## src/rtl/rf_writeback_arbiter.sv

```systemverilog
// rtl/rf_writeback_arbiter.sv - register-file write port arbiter (ALU vs LSU FIFO) with starvation guard and busy scoreboard
module rf_writeback_arbiter #(
    parameter int DEPTH      = 4,
    parameter int STARVE_MAX = 3
) (
    input  logic                   clk,
    input  logic                   rst,
    input  logic                   alu_valid,
    input  logic [4:0]             alu_rd,
    input  logic [31:0]            alu_data,
    output logic                   alu_stall,
    input  logic                   lsu_valid,
    output logic                   lsu_ready,
    input  logic [4:0]             lsu_rd,
    input  logic [31:0]            lsu_data,
    input  logic                   iss_valid,
    input  logic [4:0]             iss_rd,
    output logic                   rf_we,
    output logic [4:0]             rf_rd,
    output logic [31:0]            rf_data,
    output logic [31:0]            busy_mask,
    output logic [$clog2(DEPTH):0] fifo_count
);

    localparam int AW = $clog2(DEPTH);
    localparam int SW = $clog2(STARVE_MAX + 1);
    localparam logic [SW-1:0] STARVE_LIM = SW'(STARVE_MAX);
    localparam logic [AW:0]   FULL_COUNT = (AW + 1)'(DEPTH);

    logic [4:0]    fifo_rd   [DEPTH];
    logic [31:0]   fifo_data [DEPTH];
    logic [AW-1:0] rptr;
    logic [AW-1:0] wptr;
    logic [SW-1:0] starve;

    logic          fifo_empty;
    logic          push;
    logic          pop;
    logic          take_alu;
    logic          commit;
    logic [4:0]    head_rd;
    logic [31:0]   head_data;
    logic [4:0]    sel_rd;
    logic [31:0]   sel_data;
    logic [31:0]   busy_next;

    // Ready and stall look only at registered state so neither depends on same-cycle inputs.
    assign fifo_empty = (fifo_count == '0);
    assign lsu_ready  = (fifo_count < FULL_COUNT);
    assign alu_stall  = (starve == STARVE_LIM) && !fifo_empty;
    assign push       = lsu_valid && lsu_ready;
    assign pop        = alu_stall || (!alu_valid && !fifo_empty);
    assign take_alu   = alu_valid && !alu_stall;
    assign commit     = pop || take_alu;
    assign head_rd    = fifo_rd[rptr];
    assign head_data  = fifo_data[rptr];

    // Pick the winning result for this cycle's commit.
    always_comb begin
        sel_rd   = alu_rd;
        sel_data = alu_data;
        if (pop) begin
            sel_rd   = head_rd;
            sel_data = head_data;
        end
    end

    // Scoreboard update: the clear is applied first so a same-cycle issue re-sets the bit.
    always_comb begin
        busy_next = busy_mask;
        if (pop && (head_rd != 5'd0)) begin
            busy_next[head_rd] = 1'b0;
        end
        if (iss_valid && (iss_rd != 5'd0)) begin
            busy_next[iss_rd] = 1'b1;
        end
        busy_next[0] = 1'b0;
    end

    // FIFO storage; contents need no reset because occupancy gates every read.
    always_ff @(posedge clk) begin
        if (push) begin
            fifo_rd[wptr]   <= lsu_rd;
            fifo_data[wptr] <= lsu_data;
        end
    end

    // FIFO pointers and occupancy; pointers wrap naturally since DEPTH is a power of two.
    always_ff @(posedge clk) begin
        if (rst) begin
            rptr       <= '0;
            wptr       <= '0;
            fifo_count <= '0;
        end else begin
            if (push) begin
                wptr <= wptr + AW'(1);
            end
            if (pop) begin
                rptr <= rptr + AW'(1);
            end
            case ({push, pop})
                2'b10:   fifo_count <= fifo_count + (AW + 1)'(1);
                2'b01:   fifo_count <= fifo_count - (AW + 1)'(1);
                default: fifo_count <= fifo_count;
            endcase
        end
    end

    // Count consecutive ALU wins over a waiting LSU entry, saturating at the stall threshold.
    always_ff @(posedge clk) begin
        if (rst) begin
            starve <= '0;
        end else if (pop || fifo_empty) begin
            starve <= '0;
        end else if (take_alu && (starve != STARVE_LIM)) begin
            starve <= starve + SW'(1);
        end
    end

    // Registered write port; a commit to x0 is consumed but never raises the enable.
    always_ff @(posedge clk) begin
        if (rst) begin
            rf_we   <= 1'b0;
            rf_rd   <= 5'd0;
            rf_data <= 32'd0;
        end else begin
            rf_we <= commit && (sel_rd != 5'd0);
            if (commit) begin
                rf_rd   <= sel_rd;
                rf_data <= sel_data;
            end
        end
    end

    // Pending-destination scoreboard register.
    always_ff @(posedge clk) begin
        if (rst) begin
            busy_mask <= 32'd0;
        end else begin
            busy_mask <= busy_next;
        end
    end

endmodule

```

## config.mk

```make
export PLATFORM = sky130hd
export DESIGN_NAME = rf_writeback_arbiter
export DESIGN_NICKNAME = d
export VERILOG_FILES = /design/src/rtl/rf_writeback_arbiter.sv
export SDC_FILE = /design/constraint.sdc
export NUM_CORES = 1
export LEC_CHECK = 0
export ABC_AREA = 1
export CAP_MARGIN = 25
export CORE_UTILIZATION = 30
export CTS_CLUSTER_DIAMETER = 100
export CTS_CLUSTER_SIZE = 8
export DETAILED_ROUTE_END_ITERATION = 12
export PLACE_DENSITY = 0.6
export RECOVER_POWER = 100
export SLEW_MARGIN = 5
export SYNTH_ARGS = -nofsm -noshare
export SYNTH_HDL_FRONTEND = slang
export SYNTH_SLANG_ARGS = --single-unit
export TNS_END_PERCENT = 10
```

## constraint.sdc

```tcl
create_clock -name clk -period 2.56 [get_ports clk]
set_input_delay 0.512 -clock clk [delete_from_list [all_inputs] [get_ports clk]]
set_output_delay 0.512 -clock clk [all_outputs]
set_load 0.02 [all_outputs]
```

* Word-level counts from Yosys, hierarchy flattened
Memory sizes are Yosys's and may differ from the RTL's. A register that Yosys moved wholly into a read port is not among the register bits.
Index checks and enable logic that the tools add are counted.
** Word-level totals
- Register bits after elaboration :: 79
- RAM bits :: 148
- Input port bits :: 84
- Output and inout port bits :: 75
- Logic and storage cells :: 65
- Memories :: 2
** Cells by class
- $add $sub $neg :: 5
- Magnitude comparators :: 5
- Eq/ne operators :: 4
- Mux-type cells :: 15
- Bitwise operators :: 3
- Reduce and logical (&&, ||, !) cells :: 22
** Memory list
- fifo_data :: words 4, bits a word 32, read ports 1, clocked after Yosys merged registers in 1, write ports 1, RTL line 31 : logic [31:0] fifo_data [DEPTH];
- fifo_rd :: words 4, bits a word 5, read ports 1, clocked after Yosys merged registers in 1, write ports 1, RTL line 30 : logic [4:0] fifo_rd [DEPTH];
** Operator list (count)
- $mux 32 :: 3
- $and 32x32->32 :: 1
- $not 32->32 :: 1
- $or 32x32->32 :: 1
- $reduce_bool 5->1 :: 3
- $lt 5x6->1 const B :: 2
- $demux 1 s5 :: 2
- $ge 5x1->1 const B :: 2
- $logic_and 1x1->1 :: 10
- $mux 2 :: 4
- $add 2x1->2 const B :: 3
- $pmux 3 s2 :: 1
- $mux 5 :: 1
- $eq 2x2->1 const B :: 2
- $mux 1 :: 4
- $add 3x1->3 const B :: 1
- $logic_not 1->1 :: 3
- $logic_not 3->1 :: 1
- $logic_or 1x1->1 :: 3
- $lt 3x3->1 const B :: 1
- $sub 3x1->3 const B :: 1
- $eq 2x1->1 const B :: 1
- $ne 2x2->1 const B :: 1
- $reduce_bool 2->1 :: 1
- $reduce_or 2->1 :: 1

* Logic depth before layout (Yosys ltp)
Gate-level depths: netlist (run 1).
- Depth after elaboration :: 9
- Mapped depth :: 12
- Gate-level depth less buffers :: 10

* Worst setup path after synthesis (run 1)
No wires, ideal clock.
- Path kind :: register -> register
- Start :: register fifo_count[2]
- End :: memory fifo_data[0][0] (enable)
- Library setup time :: 0.431 ns
- Arrival :: 2.393 ns
- Data required time :: 2.129 ns
- Setup slack :: -0.265 ns
- Cell stages (with the launch flop) :: 4
- Path buffers :: 0
- Period minus slack after synthesis :: 2.825 ns
- Cell sequence :: dfxtp_1 > inv_1 > nand2_1 > nor2_1
** On the way
- Longest elaborated chain between the ends :: 4
** RTL lines
- from (decl) :: RTL line 22 : output logic [$clog2(DEPTH):0] fifo_count
- from (signal assigned) :: RTL line 102 : 2'b10: fifo_count <= fifo_count + (AW + 1)'(1);
- from (signal assigned) :: RTL line 103 : 2'b01: fifo_count <= fifo_count - (AW + 1)'(1);
- from (signal assigned) :: RTL line 104 : default: fifo_count <= fifo_count;
- $lt 3x3->1 :: RTL line 49 : assign lsu_ready = (fifo_count < FULL_COUNT);
- net lsu_ready :: RTL line 13 : output logic lsu_ready,
- $logic_and 1x1->1 :: RTL line 51 : assign push = lsu_valid && lsu_ready;
- $mux 1 :: RTL line 82 : if (push) begin
- $mux 1 (not written as such) :: RTL line 84 : fifo_data[wptr] <= lsu_data;
- to (decl) :: RTL line 31
The timed path passes the listed nets, and every way through them passes these cells.

* Worst setup path after layout (run 1)
- Start :: input port lsu_valid
- End :: memory fifo_data[3][29] (enable)
** On the way
- Longest elaborated chain between the ends :: 3
** RTL lines
- from (decl) :: RTL line 12 : input logic lsu_valid,
- $logic_and 1x1->1 :: RTL line 51
- $mux 1 :: RTL line 82
- $mux 1 (not written as such) :: RTL line 84
Every way passes these cells.

==> flow_summary.yaml, run 1 <==
status:
  outcome: "finished clean"
drt:
  wl_per_cell_microns: 17.0
  ant_nets: 0
  drtIter0Drc: 550
  drt-total-wl_microns: 25100
  num_vias: 7156
  drc: 0
  firstDrtPassIters: 5
  via_per_inst: 4.84
floorplan:
  core_sq_um: 30000
  boundaryPins: 159
  dieHeight_microns: 177
  dieArea_sq_um: 31500
  die_w_microns: 177
  initial_core_util: 0.308
  rows: 63
synthesis:
  synth_enable_flop_cells: 148
  postSynthAreaPerCell_sq_um: 10.3
  synthesis.instances: 898
  synthArstFlopShare: 0
  synth_seq_cells: 228
  synth.distinct_cells: 29
  synth_ff_type: "edfxtp_1"
  synthesis.nets: 989
  synth_seq_area_share: 0.655
  synth_warnings: 0
  syn-cell-area_sq_um: 9230
sta:
  rsz0062_at_grt: "no"
  min_period_ns: 2.19
  fin_crit_sh: 0.857
  fin_ws_ns: 0.366
  skew_ns: 0.0179
  setup_viol: 0
  slew_violations: 0
  slew_headroom: 0.266
  tightestPinTransition_ns: 1.10
  hold_viol_final: 0
  max_freq_mhz: 456
worst_setup_path:
  crit_top_cell: "clkbuf_1"
  crit_type: "primary input to flop"
  worstPathArrival_ns: 2.30
  critPathCaptureType: "flop"
  cpPeakStageDelay_ns: 0.74
  crit_chain: "clkdlybuf4s50_1, nand2_1, clkbuf_1, nor2_1, clkbuf_1"
  critPathMaxFanout: 14
  timing.reg2reg.setup_slack_ns: 0.40
  cp-start-kind: "primary input"
  path_buf_inv: 3
  path_delay_family: "buffers and inverters"
  worstPathRequired_ns: 2.67
  cp_slowest_cell: "clkbuf_1"
worst_hold_path:
  hp-class: "flop to flop"
pwr:
  p_leak_nw: 4.40
  ir_worst_vdd_mv: 0.501
  power_density_nw_per_um2: 958
  p_total_mw: 11.7
layout:
  final_nets: 1154
  multiInputGateArea_sq_um: 2770
  drive_gt1_frac: 0.0747
  n_fill_cell: 2922
  regArea_sq_um: 6050
  area_growth_pct: 31.9
grt:
  grt_max_degree: 60
  globalRouteOverflowTotal: 0
  antenna_found_initial: 8
  grt_pass1_vias: 6904
  gr-usage-all-layers: 0.161
  grt_pass1_wl_microns: 38900
run:
  cap_violations: 0
clocking:
  cts_buffer_depth: 3
  cts.htree.levels: 2
  postCtsSetupRepairBufs: 0
  cts_tree: "built"
  postCtsResizedCells: 0
  clk_pin_slew_ns: 0.05
  cts_root_buf: "clkbuf_16"
  cts_hold_buf: 0
  numCtsBuffers: 34
  worstSkewPairLatency_ns: 0.49
  clkSinkCount: 228
placement:
  pre_cts_ws_ns: -0.0831
  dpl.hpwl_microns: 16200
  port-buffer-count: 157
  finalWeightedCongestion: 0.802
[cell families after synthesis]
group,after synthesis,share of synthesized area
AND/OR/NAND/NOR,370,0.172
AO/OA/AOI/OAI,204,0.121
buffers and inverters,88,0.0413
other,1,0.000406
adder cells (fa/ha/maj),7,0.0103
flip-flops,228,0.655
[routing by layer]
layer	GRT usage	up-vias	wire (microns)
met4	0.0484	12	511
met3	0.0446	54	1750
met1	0.208	3387	11000
met5	0	-	82
met2	0.262	218	11700
li1	-	3485	-
[path summary, 6_finish.rpt]
| check | end | from | cells past startpoint |
|---|---|---|---|
| worst max register to register | fifo_data[3][29] | fifo_count[2] | 5 |
| worst min-delay path | starve[0] | starve[0] | 1 |
| worst max-delay path | fifo_data[3][29] | lsu_valid | 5 |
| worst min register to register | starve[0] | starve[0] | 1 |
[sequential cells by signal, summed over array words and instances, names as in the netlist, named ones only]
register,count
fifo_rd,20
starve,2
rf_rd,5
wptr,2
fifo_count,3
busy_mask,31
rf_we,1
rptr,2
rf_data,32
fifo_data,128
[report_power, final]
part           leakage [nW]  total, mW  switching, mW  internal, mW
clock network         0.474       4.13           1.51          2.62
registers              2.01       4.62          0.188          4.43
logic                  1.91       2.91           2.00         0.912
total                  4.40       11.7           3.70          7.96
[worst reg2reg max path, cell delays in order (launching register included)]
cell,delay (ns)
dfxtp_1,0.32
inv_1,0.12
nand2_1,0.11
clkbuf_1,0.25
nor2_1,0.24
clkbuf_1,0.74
[area by class of cell]
class | count | area share
flip-flops and latches | 228 | 0.497
multi-input cells | 582 | 0.228
repair buffers | 183 | 0.143
clock buffers | 55 | 0.0781
well taps | 390 | 0.0401
inverters | 34 | 0.0105
clock inverters | 2 | 0.00319
diodes | 4 | 0.000822
[placed cells by master (no fill, tap or decap), types with 2 or more instances in the layout]
cell type        count
dlygate4sd3_1      110
nand2_2             10
nor3_1               5
nor2_1             101
dfxtp_1             78
dfxtp_2              2
a31oi_1             20
edfxtp_1           148
inv_1               31
ha_1                 6
clkdlybuf4s50_1     45
diode_2              4
nand2_1            170
clkbuf_2             2
o21ai_0            104
o221ai_1             7
nand3_2              4
clkbuf_1            27
buf_4               17
nor2_4               3
a21oi_1             46
o22ai_1             25
clkbuf_16           35
nand3_1             76
inv_2                3
[metrics by stage]
step	setup TNS [ns]	area [sq um]	cells	util	hold slack, ns
final	0	12200	1478	0.407	0.437
after global routing	0	12200	1475	0.406	0.444
after CTS	0	12300	1474	0.410	0.431
after detailed placement	-0.366	11300	1417	0.377	0.424
after global placement	-0.362	11300	1417	0.377	0.409
after floorplan	-39.15	9230	898	-	0.398
[Yosys cell counts, types with 7 or more instances]
| master | count | area [sq um] |
|---|---|---|
| nand2_1 | 170 | 638 |
| o221ai_1 | 7 | 61.3 |
| a21oi_1 | 45 | 225 |
| buf_2 | 14 | 70.1 |
| nor2_1 | 103 | 387 |
| nand2_2 | 9 | 56.3 |
| clkbuf_1 | 33 | 124 |
| edfxtp_1 | 148 | 4440 |
| nand3_1 | 70 | 350 |
| a31oi_1 | 20 | 125 |
| nand3_2 | 10 | 100 |
| inv_1 | 31 | 116 |
| dfxtp_1 | 80 | 1600 |
| o21ai_0 | 104 | 521 |
| o22ai_1 | 25 | 156 |
Note: power is estimated with default switching activity, not from simulation.
==> run 2, diff against run 1 <==
- ABC_AREA: 1 -> unset
==> flow_summary.yaml, run 2 <==
worst_setup_path:
  cp-startpoint: "fifo_count[2]"
  critPathCaptureType: "output pin"
  worstPathRequired_ns: 2.05
  cp_slowest_cell: "clkdlybuf4s50_1"
  cpPeakStageDelay_ns: 0.54
  crit_type: "flop to output pin"
  cp-start-kind: "flop"
  crit_chain: "clkbuf_4, inv_1, clkdlybuf4s50_1"
  ff2ff_path_depth: 3
  worstPathArrival_ns: 1.98
  critPathMaxFanout: 20
run:
  cap_violations: 0
layout:
  final_nets: 939
  drive_gt1_frac: 0.140
  top_register: "fifo_data"
  area_growth_pct: 32.1
  largest_reg_flops: 128
  final_cell_mix: "edfxtp_1 (148), dlygate4sd3_1 (110), dfxtp_1 (76)"
  final_common_cell: "edfxtp_1"
  top_regs: "fifo_data (128), rf_data (32), busy_mask (31)"
synthesis:
  yosysTopAreaCell: "edfxtp_1"
  syn-cell-area_sq_um: 9530
  synth_ff_type: "edfxtp_1"
  synthArstFlopShare: 0
  yosysTopAreaCellShare: 0.466
  synthesis.nets: 778
  synth.distinct_cells: 47
  synth_seq_area_share: 0.634
  synth_warnings: 0
  yosysMostFrequentCell: "edfxtp_1"
  synthTopCellsByArea: "edfxtp_1 (47%), dfxtp_1 (17%), mux4_2 (8.7%)"
  synth_commonest_cells: "edfxtp_1 (148), dfxtp_1 (80), a211oi_1 (52), o21ai_0 (51), a21oi_1 (46)"
  synthesis.instances: 687
  synth_enable_flop_cells: 148
  postSynthAreaPerCell_sq_um: 13.9
  synth_seq_cells: 228
floorplan:
  dieArea_sq_um: 32500
  die_w_microns: 180
  core_sq_um: 30900
  rows: 64
  boundaryPins: 159
  initial_core_util: 0.308
  dieHeight_microns: 180
grt:
  globalRouteOverflowTotal: 0
  antenna_found_initial: 4
  grt_pass1_wl_microns: 40000
  gr-usage-all-layers: 0.159
  grt_max_degree: 46
  grt_pass1_vias: 6637
clocking:
  cts.htree.levels: 2
  clk_pin_slew_ns: 0.05
  cts_buffer_depth: 3
  postCtsSetupRepairBufs: 0
  cts_tree: "built"
  worstSkewPairLatency_ns: 0.48
  clkSinkCount: 228
  cts_root_buf: "clkbuf_16"
  numCtsBuffers: 34
drt:
  wl_per_cell_microns: 20.4
  via_per_inst: 5.31
  drtIter0Drc: 540
  drt-total-wl_microns: 25800
  drc: 0
  firstDrtPassIters: 4
  num_vias: 6735
  ant_nets: 0
sta:
  min_period_ns: 2.49
  hold_viol_final: 0
  fin_tns_setup_ns: 0
  tightestPinTransition_ns: 0.942
  setup_viol: 0
  max_freq_mhz: 401
  rsz0062_at_grt: "no"
  fin_crit_sh: 0.974
  slew_violations: 0
  slew_headroom: 0.372
  skew_ns: 0.00892
  fin_hold_ws_ns: 0.438
placement:
  finalWeightedCongestion: 0.800
  port-buffer-count: 157
  dpl.hpwl_microns: 16700
status:
  outcome: "finished clean"
pwr:
  p_leak_nw: 4.24
  power_density_nw_per_um2: 961
  ir_worst_vdd_mv: 0.354
worst_hold_path:
  hp-class: "flop to flop"
  min_path_cells: 1
  hold_path_startpoint: "starve[0]"
## run 2: changes by cell type in the layout (fill, tap and decap cells not counted), moves of 10 or more
cell	previous run	this run
a211oi_1	0	52
a21boi_0	0	15
a311oi_1	0	28
inv_1	31	10
mux4_2	0	37
nand2_1	170	1
nand2_2	10	0
nand3_1	76	13
nor2_1	101	33
nor4b_1	0	26
o21ai_0	104	51
o22ai_1	25	0
## run 2: per-layer routing
metal  wire length [microns]  part of all wire  up-vias  GRT usage
li1                        -                 -     3086          -
met1                   11900              0.46     3351      0.223
met2                   11900              0.46      255      0.249
met3                    1610             0.062       37     0.0372
met4                     387             0.015        6     0.0373
met5                      37            0.0014        -          0
## run 2: stage by stage
step	instances	setup slack [ns]	area, sq um	utilization	total power [mW]
4_1_cts	1267	0.0269	12700	0.412	12.4
3_3_place_gp	1208	0.0559	11700	0.378	8.09
6_report	1268	0.0661	12600	0.407	12.1
3_5_place_dp	1208	0.0717	11700	0.378	8.13
2_1_floorplan	687	0.0898	9530	-	6.81
5_1_grt	1267	0.0185	12600	0.407	12.7
## run 2: cell type report
cell class | count | area [sq um]
Antenna cell | 1 | 2.50
Sequential cell | 228 | 6050
Multi-Input combinational cell | 378 | 3140
Timing Repair Buffer | 194 | 1820
Fill cell | 2935 | 18300
Clock buffer | 58 | 1000
Tap cell | 396 | 495
Clock inverter | 1 | 30.0
Inverter | 12 | 45.0
## run 2: worst paths after layout
path	slack [ns]	endpoint
hold / removal	0.44	starve[0]
setup reg to reg	0.28	busy_mask[29]
setup / recovery	0.07	lsu_ready
hold reg to reg	0.44	starve[0]
## run 2: worst max-delay path, delay by kind of cell, from the launching register on
family,cells,cell delay [ns]
buf+inv,3,0.96
flops,1,0.52
## run 2: report_power, final
part | internal (mW) | total [mW] | switching, mW
sequential | 4.46 | 4.71 | 0.258
combinational | 1.26 | 3.13 | 1.87
clock | 2.74 | 4.26 | 1.52
## run 2: timing repair
action / CTS / global route
gates resized for setup: 1 / 1
hold buffers: 0 / 0
endpoints found under the setup margin: 1 / 1
## run 2: kinds of logic (layout without fill, tap and decap cells)
family,count (synthesis),after routing,share of synthesized area
flip-flops,228,228,0.634
AO/OA/AOI/OAI,214,214,0.146
AND/OR/NAND/NOR,115,115,0.0819
buffers and inverters,81,265,0.0358
multiplexers,38,38,0.0885
adder cells (fa/ha/maj),7,7,0.00998
XOR/XNOR,3,3,0.00276
other,1,2,0.000393
==> patch 1 (config.mk and constraints of run 2) <==
Make the reset (`rst`) asynchronous in 4 clocked blocks.
--- a/src/rtl/rf_writeback_arbiter.sv
+++ b/src/rtl/rf_writeback_arbiter.sv
@@ -86,7 +86,7 @@
     end
 
     // FIFO pointers and occupancy; pointers wrap naturally since DEPTH is a power of two.
-    always_ff @(posedge clk) begin
+    always_ff @(posedge clk or posedge rst) begin
         if (rst) begin
             rptr       <= '0;
             wptr       <= '0;
@@ -107,7 +107,7 @@
     end
 
     // Count consecutive ALU wins over a waiting LSU entry, saturating at the stall threshold.
-    always_ff @(posedge clk) begin
+    always_ff @(posedge clk or posedge rst) begin
         if (rst) begin
             starve <= '0;
         end else if (pop || fifo_empty) begin
@@ -118,7 +118,7 @@
     end
 
     // Registered write port; a commit to x0 is consumed but never raises the enable.
-    always_ff @(posedge clk) begin
+    always_ff @(posedge clk or posedge rst) begin
         if (rst) begin
             rf_we   <= 1'b0;
             rf_rd   <= 5'd0;
@@ -133,7 +133,7 @@
     end
 
     // Pending-destination scoreboard register.
-    always_ff @(posedge clk) begin
+    always_ff @(posedge clk or posedge rst) begin
         if (rst) begin
             busy_mask <= 32'd0;
         end else begin
Function: differs if rst is asserted again (counterexample within 4 cycles, from zero or initial values and one cycle with rst high); with rst held inactive, the same outputs for 4 cycles.
==> patch 1 against run 2 <==
- total power grew 18%
- first-iteration DRC count shrank 29%
- die area shrank 3.7%
- setup slack gained 0.11 ns
- maximum frequency grew 4.4%
- wire length shrank 12%
- cell area shrank 2.7%
- critical path depth is the same
- clock skew grew 0.019 ns
- final cell count shrank 4.3%
- sequential cell count shrank 2
- synthesized area shrank 3.8%
- critical path type unchanged
==> patch 1: results (changes against run 2) <==
Yosys
  • Post-Synth XOR/XNOR Area: 0.573% (+0.30 points)
  • Compound-gate portion of the synthesized area: 8.88% (-5.7 points)
  • Post-synthesis async set-or-reset flop share: 34.5% (+35 points)
  • Synthesized Nets: 705 (-9.4%)
  • Seq/Total Area, Yosys: 69.7% (+6.3 points)
  • Synth top area cells: edfxtp_1, dfrtp_1, mux4_2
  • Mux cell area share after synthesis: 9.20% (+0.35 points)
  • Most common library cells after synthesis: edfxtp_1, dfrtp_1, nand2_1, o21ai_1, nor2b_1
  • Yosys warnings: 0 (unchanged)
  • Post-synth cell types: 39 (-17%)
  • Adder-cell share of the synthesized area: 1.04% (+0.039 points)
  • Post-synth EDFFs: 148 (unchanged)

Clocking
  • H-Tree Depth: 2 (unchanged)
  • Clock Tree Buf Depth: 3 (unchanged)
  • Root buf cell: clkbuf_16
  • Clock transition at path regs: 0.05 ns (about the same)
  • TritonCTS buffer count: 34 (unchanged)
  • Worst-Skew Late Latency: 0.51 ns (+0.03 ns)

Routing
  • DRT iter0 DRCs: 386 (-29%)
  • DR vias/cell: 4.82 (-9.2%)
  • Routed wire per std cell: 18.8 microns (-7.5%)
  • Drt pass-1 iters: 5 (+1)

Critical path
  • Crit path largest cell delay: 0.54 ns (about the same)
  • Worst Setup SP: fifo_count[0]
  • Worst endpoint data arrival time: 1.88 ns (-0.10 ns)
  • Critical Path Slowest Stage Cell: clkdlybuf4s50_1
  • Max FO, Critical Path: 5 (-75%)
  • Reg-to-Reg Start: rptr[0]

Status
  • Outcome: finished clean

Worst hold path
  • HP Class: reg -> reg
  • Hold_sp: starve[0]

Placed design
  • Hpwl dp: 14800 microns (-11%)
  • Placer congestion estimate: 0.812 (+1.5%)
  • I/O Buffers: 157 (unchanged)

STA
  • Clk_skew: 0.0282 ns (+0.0193 ns)
  • Slew of the pin with the lowest slew margin: 1.23 ns (+0.284 ns)

Global routing
  • Global Route Usage Sum: 14.9% (-1.0 points)
  • Largest net degree at the start of global routing: 79 (+72%)
  • Initial antenna violation count: 5 (+1)
  • First-pass GRT wire length: 35400 microns (-12%)
  • Number of global-route vias before repair: 6175 (-7.0%)

Cells and area
  • Filler Cell Count: 2734 (-6.8%)
  • Fraction of layout cells with a size suffix above 1: 12.4% (-1.6 points)
  • Biggest regs: fifo_data x128, rf_data x32, busy_mask x31
  • Fin nets: 887 (-5.5%)

Pwr
  • Worst VDD drop: 0.469 mV (+32%)
  • P_leak: 4.43 nW (+4.4%)
## patch 1: worst max-delay path, delay by kind of cell, from the launching register on
family,cells,cell delay (ns)
AOI/OAI and AO/OA,1,0.30
buffers and inverters,2,0.64
DFF,1,0.44
## patch 1: metal layers
metal  vias to the layer above  GRT usage (%)  wire [microns]
met5                         -              0              41
met4                         6           4.38             461
met3                        43           3.52            1500
met2                       211           25.2           11100
met1                      2911           19.0            9700
li1                       2679              -               -
## patch 1: power breakdown
| part | internal [mW] | leakage (nW) | switching [mW] | total, mW |
|---|---|---|---|---|
| Clock | 2.50 | 0.466 | 1.57 | 4.06 |
| Combinational | 2.17 | 1.68 | 2.76 | 4.93 |
| Sequential | 4.84 | 2.28 | 0.471 | 5.31 |
| Total | 9.51 | 4.43 | 4.80 | 14.3 |
## patch 1: what timing repair did
| action | CTS | global route |
|---|---|---|
| endpoints found under the setup margin | 0 | 1 |
| setup buffers | 0 | 0 |
| endpoints found under the hold margin | 0 | 0 |
| resized for setup | 0 | 1 |
| hold buffers | 0 | 0 |
## patch 1: cells by family after synthesis
family | after synthesis
flip-flops | 226
AND/OR/NAND/NOR | 151
AO/OA/AOI/OAI | 141
buffers and inverters | 44
multiplexers | 38
adder cells (fa/ha/maj) | 7
XOR/XNOR | 6
other | 1
## patch 1: final cells by class
cell class	instances	area, sq um	area share [%]
timing repair buffer	181	1760	14.3
inverter	9	35.0	0.286
clock buffer	57	937	7.65
multi-input combinational	344	2580	21.1
tap	390	488	3.98
antenna	3	7.51	0.0613
sequential	226	6400	52.2
clock inverter	3	47.5	0.388
## patch 1: worst paths after layout
path                                  to  slack, ns  cells after the start
max                            alu_stall       0.17                      3
min                            starve[0]       0.44                      1
max reg2reg                 busy_mask[2]       0.17                      4
min reg2reg                    starve[0]       0.44                      1
max in group asynchronous        rptr[1]       0.82                      3
min in group asynchronous  busy_mask[10]       0.90                      3
## patch 1: stage by stage
stage	std cells	cell area (sq um)	setup slack, ns
after global placement	1150	11400	0.127
after floorplan	614	9170	0.0530
after detailed placement	1150	11400	0.157
after CTS	1210	12300	0.0426
after global routing	1211	12200	0.0239
final	1213	12200	0.172
==> patch 2 (config.mk and constraints of run 2) <==
Made on the original files. The parameter `DEPTH` goes from 4 to 8.
--- a/src/rtl/rf_writeback_arbiter.sv
+++ b/src/rtl/rf_writeback_arbiter.sv
@@ -1,6 +1,6 @@
 // rtl/rf_writeback_arbiter.sv - register-file write port arbiter (ALU vs LSU FIFO) with starvation guard and busy scoreboard
 module rf_writeback_arbiter #(
-    parameter int DEPTH      = 4,
+    parameter int DEPTH      = 8,
     parameter int STARVE_MAX = 3
 ) (
     input  logic                   clk,
Ports: changed (resized fifo_count); port bits go from 159 to 160. No check against the original RTL was run, so the function may have changed too.
==> patch 2 against run 2 <==
- non-clock buffer count rose by 18
- setup slack improved by 0.024 ns
- sequential share of layout area rose by 8.0 points
- final cell count rose by 34%
- sequential cell count rose by 152
- wire length rose by 38%
- cell area rose by 50%
- synthesized area rose by 53%
- total power rose by 51%
- clock skew rose by 0.019 ns
- register-to-register slack got worse by 0.18 ns
- highest routed layer unchanged
==> patch 2: results (changes against run 2) <==
Global routing
  • Number of global-route vias before repair: 8757 (+32%)
  • Initial antenna violation count: 7 (+3)
  • Largest net degree at the start of global routing: 37 (-20%)
  • Met2 usage: 24.2% (-0.68 points)
  • First-pass GRT wire length: 53900 microns (+35%)
  • Global-route track usage on met3: 2.94% (-0.78 points)
  • GR Layer Usage met1: 19.0% (-3.3 points)
  • Global Route Usage Sum: 14.6% (-1.3 points)

Yosys
  • Mux cell area share after synthesis: 14.2% (+5.4 points)
  • Seq/Total Area, Yosys: 72.5% (+9.1 points)
  • Post-Synth XOR/XNOR Area: 0.420% (+0.14 points)
  • Post-synth EDFFs: 296 (+100%)
  • Most common library cells after synthesis: edfxtp_1, dfxtp_1, mux4_2, nor2_1, mux2i_1
  • Compound-gate portion of the synthesized area: 5.80% (-8.8 points)
  • Adder-cell share of the synthesized area: 0.515% (-0.48 points)
  • Synth Cell Area: 14600 sq um (+53%)
  • Synthesized Nets: 909 (+17%)
  • Synth top area cells: edfxtp_1, dfxtp_1, mux4_2
  • Post-synth cell types: 46 (-2.1%)

Clocking
  • Clock Tree Buf Depth: 3 (unchanged)
  • TritonCTS buffer count: 53 (+56%)
  • Worst-Skew Late Latency: 0.59 ns (+0.11 ns)

STA
  • Slew of the pin with the lowest slew margin: 0.827 ns (-0.115 ns)
  • Clk_skew: 0.0275 ns (+0.0186 ns)

Routing
  • Wl on met1: 16100 microns (+35%)
  • Routed wl met2: 17100 microns (+44%)
  • Vias post-DR: 8264 (+23%)
  • Routed wire per std cell: 21.0 microns (+3.3%)
  • Routed wl met3: 1620 microns (+0.43%)
  • DRT iter0 DRCs: 562 (+4.1%)

Cells and area
  • Fraction of layout cells with a size suffix above 1: 19.4% (+5.4 points)
  • Filler Cell Count: 4406 (+50%)
  • Biggest regs: fifo_data x256, fifo_rd x40, rf_data x32
  • Fin nets: 1128 (+20%)

Placed design
  • Placer congestion estimate: 0.791 (-1.1%)
  • Placed Area: 17500 sq um (+49%)
  • Worst slack at placement: -0.0264 ns (-0.0981 ns)
  • I/O Buffers: 158 (+0.64%)
  • Hpwl dp: 22300 microns (+33%)

Status
  • Outcome: finished clean

Critical path
  • R2R cell count: 5 (+2)
  • Worst endpoint data arrival time: 1.96 ns (-0.02 ns)
  • Setup slack, reg-to-reg: 0.10 ns (-0.18 ns)
  • Max FO, Critical Path: 5 (-75%)
  • Reg2reg end: busy_mask[5]

Pwr
  • P_leak: 6.20 nW (+46%)
  • Worst VDD drop: 0.552 mV (+56%)
[patch 2: timing repair]
item | 4_1_cts | 5_1_grt
endpoints found under the setup margin | 1 | 19
gates resized for setup | 4 | 4
gates cloned | 0 | 0
hold buffers | 0 | 0
[patch 2: worst max-delay path by stage]
stage | startpoint | endpoint | slack (ns) | cells after the start
finish | fifo_count[3] | alu_stall | 0.09 | 3
global route | fifo_count[3] | alu_stall | 0.02 | 3
CTS | flip-flop | busy_mask[5] | 0.02 | 5
detailed placement | alu_valid | busy_mask[7] | -0.03 | 6
global placement | lsu_valid | fifo_count[2] | -0.02 | 10
floorplan | lsu_valid | fifo_data[7][0] | -0.45 | 4
[patch 2: stage by stage]
| step | hold slack [ns] | power [mW] | cells | utilization (%) |
|---|---|---|---|---|
| floorplan | 0.408 | 10.3 | 819 | - |
| global placement | 0.412 | 12.1 | 1598 | 36.5 |
| detailed placement | 0.423 | 12.2 | 1598 | 36.5 |
| CTS | 0.394 | 18.8 | 1696 | 39.7 |
| global route | 0.419 | 19.2 | 1696 | 39.4 |
| finish | 0.426 | 18.3 | 1697 | 39.4 |
[patch 2: area by class of cell]
cell class	instances	area [sq um]	area share, %
clock inverter	4	67.6	0.358
multi-input combinational	386	3830	20.3
inverter	5	18.8	0.0994
timing repair buffer	212	2130	11.3
clock buffer	94	1480	7.84
sequential	380	10600	56.1
tap	615	769	4.08
antenna	1	2.50	0.0133
[patch 2: power by group]
group	total (mW)	switching [mW]	internal [mW]	leakage, nW
logic	4.35	2.39	1.96	2.09
registers	7.41	0.201	7.21	3.38
clock network	6.54	2.56	3.98	0.735
[patch 2: worst max-delay path, cell delays in order (launching register included)]
cell             delay, ns
dfxtp_1               0.34
or4_4                 0.56
and2_1                0.20
clkdlybuf4s15_2       0.27
